[config.mk]
export PLATFORM = sky130hd
export DESIGN_NAME = diferential_muxpga_grid
export DESIGN_NICKNAME = d
export VERILOG_FILES = /design/src/rtl/diferential_muxpga_grid.sv
export SDC_FILE = /design/constraint.sdc
export NUM_CORES = 1
export LEC_CHECK = 0
export CAP_MARGIN = 25
export CORE_MARGIN = 4
export CORE_UTILIZATION = 50
export DETAILED_ROUTE_END_ITERATION = 16
export GPL_ROUTABILITY_DRIVEN = 0
export GPL_TIMING_DRIVEN = 0
export PLACE_DENSITY = 0.67
export SLEW_MARGIN = 40
export SYNTH_ARGS = -nofsm -noshare
export SYNTH_HDL_FRONTEND = slang
export SYNTH_SLANG_ARGS = --single-unit
export TNS_END_PERCENT = 1
[constraint.sdc]
create_clock -name clk -period 9.5 [get_ports clk]
set_clock_uncertainty 0.1 [all_clocks]
set_input_delay 1.9 -clock clk [delete_from_list [all_inputs] [get_ports clk]]
set_output_delay 1.9 -clock clk [all_outputs]
set_load 0.1 [all_outputs]
[src/rtl/diferential_muxpga_grid.sv]
// diferential_muxpga_grid: ROWS x COLS torus of registered logic cells with a
// shadow configuration chain loaded serially and committed atomically.
// Optional readback tap: define DIFERENTIAL_MUXPGA_READBACK_EN to add cfg_out.
module diferential_muxpga_grid #(
    parameter int unsigned ROWS = 3,
    parameter int unsigned COLS = 3,
    parameter int unsigned BITS = 3
) (
    input  logic                   clk,
    input  logic                   reset,
    input  logic                   run,
    input  logic [BITS-1:0]        ext_in,
    input  logic                   cfg_start,
    input  logic                   cfg_valid,
    input  logic                   cfg_bit,
    output logic                   cfg_busy,
    output logic                   cfg_done,
`ifdef DIFERENTIAL_MUXPGA_READBACK_EN
    output logic                   cfg_out,
`endif
    output logic [ROWS*BITS-1:0]   col_out
);

    localparam int unsigned CELLS = ROWS * COLS;
    localparam int unsigned N     = 6 * CELLS;
    localparam int unsigned CW    = $clog2(N + 1);
    localparam int unsigned QW    = CELLS * BITS;

    typedef enum logic [1:0] {
        IDLE   = 2'd0,
        LOAD   = 2'd1,
        COMMIT = 2'd2
    } state_t;

    state_t          state;
    logic [CW-1:0]   cnt;
    logic [N-1:0]    cfg_a;
    logic [N-1:0]    cfg_s;
    logic [QW-1:0]   q;
    logic [QW-1:0]   f;
    logic            accept_c;

    // Input selection shared by both cell operands
    function automatic logic [BITS-1:0] pick(
        input logic [1:0]      s,
        input logic [BITS-1:0] n,
        input logic [BITS-1:0] nw,
        input logic [BITS-1:0] w,
        input logic [BITS-1:0] e
    );
        case (s)
            2'd0:    return n;
            2'd1:    return nw;
            2'd2:    return w;
            default: return e;
        endcase
    endfunction

    assign accept_c = (state == LOAD) && cfg_valid && !cfg_start;

    // Configuration loader: shadow shift, bit count and atomic commit
    always_ff @(posedge clk or posedge reset) begin
        if (reset) begin
            state    <= IDLE;
            cnt      <= '0;
            cfg_a    <= '0;
            cfg_s    <= '0;
            cfg_busy <= 1'b0;
            cfg_done <= 1'b0;
        end else begin
            cfg_done <= 1'b0;
            case (state)
                IDLE: begin
                    if (cfg_start) begin
                        state    <= LOAD;
                        cnt      <= '0;
                        cfg_busy <= 1'b1;
                    end
                end
                LOAD: begin
                    if (cfg_start) begin
                        cnt <= '0;
                    end else if (cfg_valid) begin
                        cfg_s <= {cfg_s[N-2:0], cfg_bit};
                        cnt   <= cnt + CW'(1);
                        if (cnt == CW'(N - 1)) begin
                            state <= COMMIT;
                        end
                    end
                end
                COMMIT: begin
                    cfg_a    <= cfg_s;
                    cfg_done <= 1'b1;
                    cfg_busy <= 1'b0;
                    state    <= IDLE;
                end
                default: begin
                    state    <= IDLE;
                    cfg_busy <= 1'b0;
                end
            endcase
        end
    end

`ifdef DIFERENTIAL_MUXPGA_READBACK_EN
    // Readback tap: the bit falling off the chain, advanced per accepted bit
    always_ff @(posedge clk or posedge reset) begin
        if (reset) begin
            cfg_out <= 1'b0;
        end else if (accept_c) begin
            cfg_out <= cfg_s[N-1];
        end
    end
`else
    logic unused_accept_c;
    assign unused_accept_c = accept_c;
`endif

    // Per-cell neighbour muxing and function evaluation
    for (genvar r = 0; r < ROWS; r++) begin : g_row
        for (genvar c = 0; c < COLS; c++) begin : g_col
            localparam int unsigned K   = r * COLS + c;
            localparam int unsigned C_W = (c + COLS - 1) % COLS;
            localparam int unsigned C_E = (c + 1) % COLS;

            logic [5:0]      fld;
            logic [BITS-1:0] n_v, nw_v, w_v, e_v;
            logic [BITS-1:0] in1, in2, res;

            assign fld = cfg_a[6*K +: 6];

            if (r == 0) begin : g_top
                assign n_v  = ext_in;
                assign nw_v = ext_in;
            end else begin : g_inner
                assign n_v  = q[((r - 1) * COLS + c) * BITS +: BITS];
                assign nw_v = q[((r - 1) * COLS + C_W) * BITS +: BITS];
            end

            assign w_v = q[(r * COLS + C_W) * BITS +: BITS];
            assign e_v = q[(r * COLS + C_E) * BITS +: BITS];

            // Cell logic function
            always_comb begin
                in1 = pick(fld[1:0], n_v, nw_v, w_v, e_v);
                in2 = pick(fld[3:2], n_v, nw_v, w_v, e_v);
                case (fld[5:4])
                    2'd0:    res = in1 & in2;
                    2'd1:    res = in1 | in2;
                    2'd2:    res = in1;
                    default: res = in2;
                endcase
            end

            assign f[K*BITS +: BITS] = res;
        end
    end

    // Cell registers advance together only while run is high
    always_ff @(posedge clk or posedge reset) begin
        if (reset) begin
            q <= '0;
        end else if (run) begin
            q <= f;
        end
    end

    // Export the last column of every row
    for (genvar r = 0; r < ROWS; r++) begin : g_out
        assign col_out[r*BITS +: BITS] = q[(r * COLS + COLS - 1) * BITS +: BITS];
    end

endmodule

# After elaboration in Yosys (flattened, before gate mapping)
# Index checks and enable logic that the tools add are counted.
totals:
  elab_cells: 168
  input_bits: 9
  register_bits: 145
op_classes:
  mux: 39
  n_reduce_logical: 39
  addsub: 1
  eq_ne: 62
  n_bitwise: 20
ops:
  columns: ["op", "count"]
  rows:
  - ["$pmux W3 S3", 21]
  - ["$eq A2 B1 Y1 const B", 28]
  - ["$eq A2 B2 Y1 const B", 28]
  - ["$logic_not A2 Y1", 28]
  - ["$pmux W3 S2", 6]
  - ["$and A3 B3 Y3", 9]
  - ["$or A3 B3 Y3", 9]
  - ["$mux W6", 3]
  - ["$pmux W6 S2", 1]
  - ["$reduce_or A2 Y1", 6]
  - ["$mux W2", 4]
  - ["$add A6 B1 Y6 const B", 1]
  - ["$eq A6 B6 Y1 const B", 1]
  - ["$ne A2 B2 Y1 const B", 3]
  - ["$reduce_and A3 Y1", 2]
  - ["$pmux W2 S2", 1]
  - ["$reduce_and A4 Y1", 1]
  - ["$ne A3 B3 Y1 const B", 1]
  - ["$mux W1", 2]
  - ["$ne A2 B1 Y1 const B", 1]
  - ["$not A1 Y1", 2]
  - ["$pmux W1 S2", 1]
  - ["$reduce_and A2 Y1", 1]
  - ["$reduce_bool A2 Y1", 1]

# Logic depth before layout (Yosys ltp)
# Gate-level depths: netlist of the first run.
depth:
  ltp_word: 5
  ltp_mapped: 7

# Worst setup path before layout of the first run
# Ideal clock, no wire load.
synth_timing:
  path_type: "input to register"
  start: "in cfg_start"
  end: "reg cfg_s[45]"
  slack_ps: 6314
  stages: 4
  arrival_time_ps: 2961
  required_ps: 9275
  setup_time_ps: 125
  cell_sequence: "buf_2 nor3_4 buf_6 mux2_2"
synth_via:
  elab_chain_cells: 2
synth_lines:
  columns: ["item", "line", "text"]
  rows:
  - ["from (decl)", "13", "input logic cfg_start,"]
  - ["$not A1 Y1 (no source line)", null, null]
  - ["$reduce_and A3 Y1 (no source line)", null, null]
  - ["to (signal assigned)", "84", "cfg_s <= {cfg_s[N-2:0], cfg_bit};"]
  - ["to (decl)", "38", "logic [N-1:0] cfg_s;"]
# Every way passes these cells.
# A chain may end at the register's enable or synchronous reset.

# Final worst setup path of the first run
layout_timing:
  start: "reg q[7]"
  end: "out col_out[1]"
layout_lines:
  columns: ["item", "line", "text"]
  rows:
  - ["from (decl)", "39", "logic [QW-1:0] q;"]
  - ["from (signal assigned)", "162", "q <= '0;"]
  - ["from (signal assigned)", "164", "q <= f;"]
  - ["to (decl)", "21", "output logic [ROWS*BITS-1:0] col_out"]
# No word-level cell between the ends.

==> impl_metrics.env, run 1 <==
export IMPL_cts_root_buf="clkbuf_16"
export IMPL_antenna_found_initial=0
export IMPL_maxSlewViolCount=0
export IMPL_cts_inserted_buffers=17
export IMPL_final_common_cell="nand2_1"
export IMPL_cp_required_ps=7500
export IMPL_p_per_area_nw_per_um2=188
export IMPL_clock_fmax_ghz=0.272
export IMPL_finalHoldViolations=0
export IMPL_critPathKind="flip-flop to primary output"
export IMPL_maxCapViolations=0
export IMPL_cp_end_kind="primary output"
export IMPL_clock_latency_ps=420
export IMPL_first_pass_iters=5
export IMPL_place_area_um2=7650
export IMPL_yosysWarnings=0
export IMPL_ys_types=36
export IMPL_io_pins=20
export IMPL_ys_top_cells_by_area="dfrtp_1 (50%), mux4_2 (11%), nand2_1 (9.1%)"
export IMPL_yosysTopAreaCell="dfrtp_1"
export IMPL_fin_crit_ps=3680
export IMPL_cts_sinks=145
export IMPL_setup_viol=0
export IMPL_ant_nets=0
export IMPL_hpwl_um=11200
export IMPL_grt_start_max_net_pins=64
export IMPL_finish_net_count=715
export IMPL_synth_nets=676
export IMPL_grt_pass1_wl_um=27600
export IMPL_initialDrtViolationCount=474
export IMPL_viasPerCell=5.98
export IMPL_wl_per_cell_um=18.3
export IMPL_drc=0
export IMPL_synth_seq_cells=145
export IMPL_drive_gt1_share_pct=21.2
export IMPL_cp_arrival_ps=1680
export IMPL_ctsHtreeMaxLevel=4
export IMPL_netlist_area_um2=7240
export IMPL_vias=5361
export IMPL_stdcell_area_um2=8250
export IMPL_syn_inst=665
export IMPL_worstMarginPinSlew_ps=682
export IMPL_netlist_area_leader_share_pct=50.1
export IMPL_slew_headroom_pct=54.4
export IMPL_finalCritPeriodShare_pct=38.7
export IMPL_hp_class="flip-flop to flip-flop"
export IMPL_post_route_util_pct=58.8
export IMPL_die_x_um=128
export IMPL_status="completed"
export IMPL_post_cts_setup_buffers=0
export IMPL_antenna_cells=0
export IMPL_start_util_pct=51.6
export IMPL_first_global_vias=5531
export IMPL_core_area_um2=14000
export IMPL_path_max_fanout=10
export IMPL_die_h_um=128
export IMPL_port_buffers=18
export IMPL_syn_to_final_growth_pct=14.0
export IMPL_dieArea_um2=16500
export IMPL_rows=43
export IMPL_clk_path_buf_depth=2
export IMPL_setup_tns_ps=0
export IMPL_path_clk_slew_ps=60
export IMPL_grt_overflow=0
export IMPL_p_leak_nw=3.82
export IMPL_holdWs_ps=380
export IMPL_avgSynthCellArea_um2=10.9
export IMPL_routed_wl_um=16400
export IMPL_peakVddDrop_v=0.000127
export IMPL_rsz0062_at_grt="false"
export IMPL_seq_area_frac_synth_pct=50.1
export IMPL_cts_tree="done"
export IMPL_holdBufCountCts=0
export IMPL_final_cell_mix="nand2_1 (175), dfrtp_1 (145), mux2_2 (50), nor2_1 (41), o21ai_0 (39)"
export IMPL_post_cts_resized=0
export IMPL_start_kind="flip-flop"
export IMPL_track_usage_pct=21.3
## registers in the layout, summed over array words and instances (netlist names)
signal    flops
cfg_a        54
cfg_s        54
q            27
cnt           6
state         2
cfg_busy      1
cfg_done      1
## Yosys cell counts
master,count
nor3_1,3
mux4_2,36
nand2b_1,3
nand4_1,4
nor3_4,1
buf_4,9
mux2_2,50
ha_1,2
xor2_1,4
nand2_1,175
o21a_1,1
buf_2,7
a211oi_1,18
a31oi_1,10
mux2_1,4
buf_1,1
or3_1,1
nand2_2,1
nand3_1,7
a21oi_1,25
a221o_1,2
o211ai_1,6
a21o_1,2
o41ai_1,1
nor2b_1,2
inv_1,9
buf_6,5
a32oi_1,6
clkbuf_1,16
o2bb2ai_1,5
o22ai_1,4
o21ai_0,39
mux2i_1,19
dfrtp_1,145
nor2_1,41
and3_1,1
## final cells by class
| cell class | instances | area [um2] |
|---|---|---|
| timing repair buffer | 20 | 180 |
| clock inverter | 10 | 134 |
| sequential | 145 | 3630 |
| clock buffer | 22 | 464 |
| multi-input combinational | 473 | 3360 |
| buffer | 38 | 223 |
| tap | 180 | 225 |
| inverter | 9 | 41.3 |
| fill | 1136 | 5790 |
## routing by layer
layer,routed length [um],part of all wire [%],global-route usage (%),vias up
met5,0,0,0,-
li1,-,-,-,2456
met1,6930,42,27.4,2649
met4,420,2.6,9.30,0
met3,1100,6.7,5.02,48
met2,7930,48,34.5,208
## path summary, 6_finish.rpt
kind	from	slack, ps	cells past startpoint	endpoint
worst max-delay path	q[7]	5820	2	col_out[1]
worst min-delay path	cfg_s[53]	380	2	cfg_a[53]
worst max register to register	state[1]	7580	4	cfg_s[43]
worst min register to register	cfg_s[53]	380	2	cfg_a[53]
max in group asynchronous	reset	6720	4	cfg_a[1]
min in group asynchronous	reset	1720	2	cfg_busy
## report_power, final
part           internal, mW  leakage [nW]  switching, mW
sequential            0.657          1.96         0.0523
combinational        0.0730          1.57         0.0852
clock                 0.425         0.290          0.255
## through the flow
step / instances / power (mW) / setup slack [ps]
6_report: 897 / 1.55 / 5820
5_1_grt: 897 / 1.61 / 5790
4_1_cts: 897 / 1.56 / 5850
3_5_place_dp: 865 / 0.878 / 5510
3_3_place_gp: 863 / 0.869 / 1890
2_1_floorplan: 665 / 0.827 / 3610
## cells by family (layout without fill, tap and decap cells)
kind of cell | Yosys count | after routing | synth area share (%)
buffers and inverters | 47 | 99 | 3.54
adders and majority gates | 2 | 2 | 0.345
xor gates and xnor gates | 4 | 4 | 0.484
and+or+nand+nor | 239 | 239 | 13.1
muxes | 109 | 109 | 22.2
AOI/OAI and AO/OA | 119 | 119 | 10.2
DFF | 145 | 145 | 50.1
## critical path: stages (launching register included)
cell     delay (ps)
dfrtp_1         650
buf_4           190
buf_2           410
Power figures use the tool's default switching activity.
==> inputs of run 2 (changes only) <==
==> constraint.sdc (replaced) <==
create_clock -name clk -period 3.6 [get_ports clk]
set_clock_uncertainty 0.1 [all_clocks]
set_input_delay 0.72 -clock clk [delete_from_list [all_inputs] [get_ports clk]]
set_output_delay 0.72 -clock clk [all_outputs]
set_load 0.1 [all_outputs]
==> run 2 against run 1 <==
Setup slack got worse by 4700 ps. Via count decreased by 0.17%. Register-to-register slack worse by 6000 ps. Combinational power rose to 2.8 times the previous value. Sequential power increased to 2.6 times the previous value. Flip-flop and latch count unchanged. Clock power grew 130%. Die area unchanged. Critical endpoint is now col_out[2].
==> impl_metrics.env, run 2 (synthesis gave the netlist of run 1 again) <==
export IMPL_status="completed"
export IMPL_rsz0062_at_grt="false"
export IMPL_track_usage_pct=21.7
export IMPL_cts_inserted_buffers=17
export IMPL_post_cts_resized=0
export IMPL_total_power_mw=3.90
export IMPL_cts_sinks=145
export IMPL_grt_start_max_net_pins=27
export IMPL_fin_crit_ps=2490
export IMPL_ant_nets=0
export IMPL_holdWs_ps=379
export IMPL_initialDrtViolationCount=391
export IMPL_finish_net_count=720
export IMPL_peakVddDrop_v=0.000340
export IMPL_finalNonFillerCells=900
export IMPL_grt_overflow=0
export IMPL_wl_per_cell_um=18.3
export IMPL_post_cts_setup_buffers=0
export IMPL_fill_cells=1138
export IMPL_pre_cts_ws_ps=786
export IMPL_antenna_cells=0
export IMPL_holdBufCountCts=0
export IMPL_start_kind="flip-flop"
export IMPL_reg_top3="cfg_a (54), cfg_s (54), q (27)"
export IMPL_routed_wl_um=16500
export IMPL_ctsHtreeMaxLevel=4
export IMPL_antenna_found_initial=0
export IMPL_maxCapViolations=0
export IMPL_p_leak_nw=3.85
export IMPL_grt_pass1_wl_um=28200
export IMPL_finalHoldViolations=0
export IMPL_cts_tree="done"
export IMPL_first_pass_iters=5
export IMPL_io_pins=20
export IMPL_drive_gt1_share_pct=21.5
export IMPL_critPathKind="flip-flop to primary output"
export IMPL_clock_latency_ps=420
export IMPL_stdcell_area_um2=8310
export IMPL_dieArea_um2=16500
export IMPL_timing_final_ws_setup_ps=1110
export IMPL_seq_area_um2=3630
export IMPL_die_h_um=128
export IMPL_first_global_vias=5550
export IMPL_rows=43
export IMPL_cts_root_buf="clkbuf_16"
export IMPL_cp_arrival_ps=1670
export IMPL_start_util_pct=51.6
export IMPL_finalCritPeriodShare_pct=69.2
export IMPL_port_buffers=18
export IMPL_dp_cells=870
export IMPL_vias=5352
export IMPL_multiInputGateArea_um2=3360
export IMPL_p_per_area_nw_per_um2=470
export IMPL_clk_path_buf_depth=2
export IMPL_worstMarginPinSlew_ps=798
export IMPL_final_cell_mix="nand2_1 (175), dfrtp_1 (145), mux2_2 (50), nor2_1 (41), o21ai_0 (39)"
export IMPL_place_area_um2=7780
export IMPL_hp_class="flip-flop to flip-flop"
export IMPL_viasPerCell=5.95
export IMPL_final_common_cell="nand2_1"
export IMPL_core_area_um2=14000
export IMPL_setup_viol=0
export IMPL_path_clk_slew_ps=60
export IMPL_hpwl_um=11600
export IMPL_slew_headroom_pct=46.6
export IMPL_cp_end_kind="primary output"
export IMPL_syn_to_final_growth_pct=14.7
export IMPL_die_x_um=128
export IMPL_clock_fmax_ghz=0.402
export IMPL_path_max_fanout=10
export IMPL_drc=0
export IMPL_cp_required_ps=2780
export IMPL_maxSlewViolCount=0
## run 2: report_power, final
group          switching, mW  total [mW]  internal [mW]  leakage, nW
registers              0.139        1.87           1.74         1.96
logic                  0.228       0.435          0.207         1.62
clock network          0.653        1.59          0.939        0.261
## run 2: layout make-up
cell class	count	share of cell area (%)
flip-flops and latches	145	43.7
multi-input cells	473	40.4
clock buffers	24	5.92
repair buffers	25	3.74
well taps	180	2.71
plain buffers	38	2.68
inverters	9	0.452
clock inverters	6	0.392
## run 2: stage by stage
stage | TNS (ps) | util [%]
after CTS | 0 | 59.1
final | 0 | 59.1
after detailed placement | 0 | 55.4
after floorplan | 0 | -
after global placement | -26600 | 54.5
after global routing | 0 | 59.1
## run 2: routing by layer
metal | vias to the layer above | part of all wire [%] | GRT usage [%]
met2 | 177 | 48 | 34.8
met4 | 0 | 2.5 | 8.30
met1 | 2676 | 43 | 28.3
li1 | 2455 | - | -
met3 | 44 | 6.4 | 6.23
met5 | - | 0 | 0
## run 2: path summary, 6_finish.rpt
kind / slack (ps) / depth (start not counted) / from / endpoint
min in group asynchronous: 490 / 2 / reset / cfg_busy
max in group asynchronous: 2160 / 5 / reset / cfg_s[47]
worst min register to register: 380 / 2 / cfg_s[38] / cfg_a[38]
worst min-delay path: 380 / 2 / cfg_s[38] / cfg_a[38]
worst max register to register: 1580 / 4 / state[1] / cfg_s[2]
worst max-delay path: 1110 / 2 / q[8] / col_out[2]
## run 2: critical path, stage by stage, from the launching register on
cell and delay [ps]:
dfrtp_1 650, buf_4 190, buf_2 410
==> inputs of run 3 (changes only) <==
--- a/config.mk
+++ b/config.mk
@@ -11,7 +11,7 @@
 export DETAILED_ROUTE_END_ITERATION = 16
 export GPL_ROUTABILITY_DRIVEN = 0
 export GPL_TIMING_DRIVEN = 0
-export PLACE_DENSITY = 0.67
+export PLACE_DENSITY = 0.69
 export SLEW_MARGIN = 40
 export SYNTH_ARGS = -nofsm -noshare
 export SYNTH_HDL_FRONTEND = slang
==> constraint.sdc (replaced) <==
create_clock -name clk -period 2 [get_ports clk]
set_clock_uncertainty 0.1 [all_clocks]
set_input_delay 0.4 -clock clk [delete_from_list [all_inputs] [get_ports clk]]
set_output_delay 0.4 -clock clk [all_outputs]
set_load 0.1 [all_outputs]
==> run 3 against run 2 <==
Flip-flop and latch count unchanged. Wire length down 2.6%. First-iteration DRC count shrank 26%. Setup slack worse by 1000 ps. Clock power increased by 96%. Power increased by 86%. Die area is the same. Combinational power grew 80%. Clock-buffer cell count shrank 5. Critical path type unchanged.
==> impl_metrics.env, run 3 (synthesis gave the netlist of run 1 again) <==
export IMPL_status="completed"
export IMPL_track_usage_pct=20.9
export IMPL_setup_viol=0
export IMPL_hpwl_um=11300
export IMPL_grt_use_met1_pct=27.2
export IMPL_pwr_share_clk_pct=42.8
export IMPL_holdBufCountCts=0
export IMPL_slew_headroom_pct=54.3
export IMPL_worstMarginPinSlew_ps=683
export IMPL_cp_slowest_cell="dfrtp_1"
export IMPL_first_global_vias=5414
export IMPL_clk_path_buf_depth=2
export IMPL_grt_pass1_wl_um=27100
export IMPL_drc=0
export IMPL_initialDrtViolationCount=290
export IMPL_die_h_um=128
export IMPL_viasPerCell=5.93
export IMPL_final_cell_mix="nand2_1 (174), dfrtp_1 (139), mux2_2 (50), nor2_1 (41), o21ai_0 (39)"
export IMPL_finish_net_count=720
export IMPL_path_clk_slew_ps=60
export IMPL_crit_chain="buf_4 > buf_2"
export IMPL_total_power_mw=7.27
export IMPL_peakVddDrop_v=0.000862
export IMPL_path_max_fanout=6
export IMPL_p_leak_nw=3.86
export IMPL_cts_tree="done"
export IMPL_crit_path_max_incr_delay_ps=460
export IMPL_port_buffers=18
export IMPL_ant_nets=0
export IMPL_fin_crit_ps=1940
export IMPL_p_per_area_nw_per_um2=867
export IMPL_first_pass_iters=5
export IMPL_cts_inserted_buffers=17
export IMPL_rsz0062_at_grt="true"
export IMPL_hp_class="input port to asynchronous set/reset pin"
export IMPL_antenna_cells=0
export IMPL_finalHoldViolations=0
export IMPL_finalCritPeriodShare_pct=96.9
export IMPL_rows=43
export IMPL_syn_to_final_growth_pct=15.8
export IMPL_io_pins=20
export IMPL_maxCapViolations=0
export IMPL_p_int_mw=5.39
export IMPL_die_x_um=128
export IMPL_clock_fmax_ghz=0.516
export IMPL_cp_arrival_ps=1440
export IMPL_cts_root_buf="clkbuf_16"
export IMPL_core_area_um2=14000
export IMPL_reg_top3="cfg_a (54), cfg_s (54), q (27)"
export IMPL_grt_start_max_net_pins=28
export IMPL_start_util_pct=51.6
export IMPL_clock_latency_ps=430
export IMPL_timing_final_ws_setup_ps=62.8
export IMPL_ctsHtreeMaxLevel=4
export IMPL_switching_share_pct=25.8
export IMPL_routed_wl_um=16000
export IMPL_pwr_share_seq_pct=46.5
export IMPL_top_usage_layer="met2"
export IMPL_grt_overflow=0
export IMPL_antenna_found_initial=0
export IMPL_grt_use_met2_pct=33.1
export IMPL_critPathKind="flip-flop to primary output"
export IMPL_met3_usage_pct=5.81
export IMPL_power_switching_mw=1.88
export IMPL_dieArea_um2=16500
export IMPL_cts_sinks=145
export IMPL_start_kind="flip-flop"
export IMPL_cp_required_ps=1500
export IMPL_cp_end_kind="primary output"
export IMPL_wl_per_cell_um=17.8
export IMPL_vias=5343
export IMPL_maxSlewViolCount=0
export IMPL_drive_gt1_share_pct=23.0
export IMPL_final_common_cell="nand2_1"
export IMPL_pre_cts_ws_ps=-454
export IMPL_combPwrFrac_pct=10.8
==> run 3: cell types whose count changed in the layout (fill, tap and decap cells not counted), moves of 3 or more <==
cell and change:
buf_2 -7, buf_4 +7, clkbuf_1 -3, clkinv_2 -4, clkinv_4 +3, clkinvlp_4 +5, dfrtp_1 -6, dfrtp_2 +6
==> run 3: final timing paths <==
check / start / to / slack (ps) / cells after the start
hold reg to reg: cfg_s[53] / cfg_a[53] / 380 / 2
hold / removal: reset / cfg_s[14] / 190 / 2
max in group asynchronous: reset / q[16] / 820 / 5
setup / recovery: q[25] / col_out[7] / 60 / 2
min in group clk: cfg_start / cnt[3] / 230 / 2
setup reg to reg: state[1] / cfg_s[48] / 70 / 4
==> run 3: worst max-delay path, delay by kind of cell (launching register included) <==
family | cells | cell delay [ps]
buffers and inverters | 2 | 550
flip-flops | 1 | 460
==> run 3: timing repair <==
action                                  in CTS  in global routing
resized for setup                           11                  4
endpoints found under the setup margin       7                 82
setup buffers                                0                  0
pin swaps                                    0                  0
==> run 3: power groups by stage <==
stage / Combinational [mW] / Clock (mW) / Sequential (mW)
floorplan: 0.605 / 0 / 3.32
global placement: 0.729 / 0 / 3.41
detailed placement: 0.782 / 0 / 3.42
CTS: 0.791 / 3.19 / 3.37
global route: 0.850 / 3.30 / 3.40
finish: 0.783 / 3.11 / 3.38
==> run 3: cell type report <==
class	instances	area (um2)
clock inverters	12	136
repair buffers	25	318
inverters	9	37.5
well taps	180	225
plain buffers	38	223
clock buffers	19	453
multi-input cells	473	3360
fillers	1117	5650
flip-flops and latches	145	3640
==> run 3: metal layers <==
metal / vias to the layer above / part of all wire (%)
met5: - / 0
met4: 0 / 2.3
met3: 41 / 6.7
met2: 186 / 48
met1: 2651 / 43
li1: 2465 / -
==> run 3: stage by stage <==
stage                     instances  utilization, %  area (um2)  hold slack [ps]  TNS [ps]
final                           901            59.7        8390              190         0
after floorplan                 665               -        7250              332    -46260
after global placement          863            54.5        7650              357   -235940
after global routing            901            59.7        8390              193      -694
after CTS                       901            59.7        8380              169         0
after detailed placement        870            55.3        7770              367    -24940
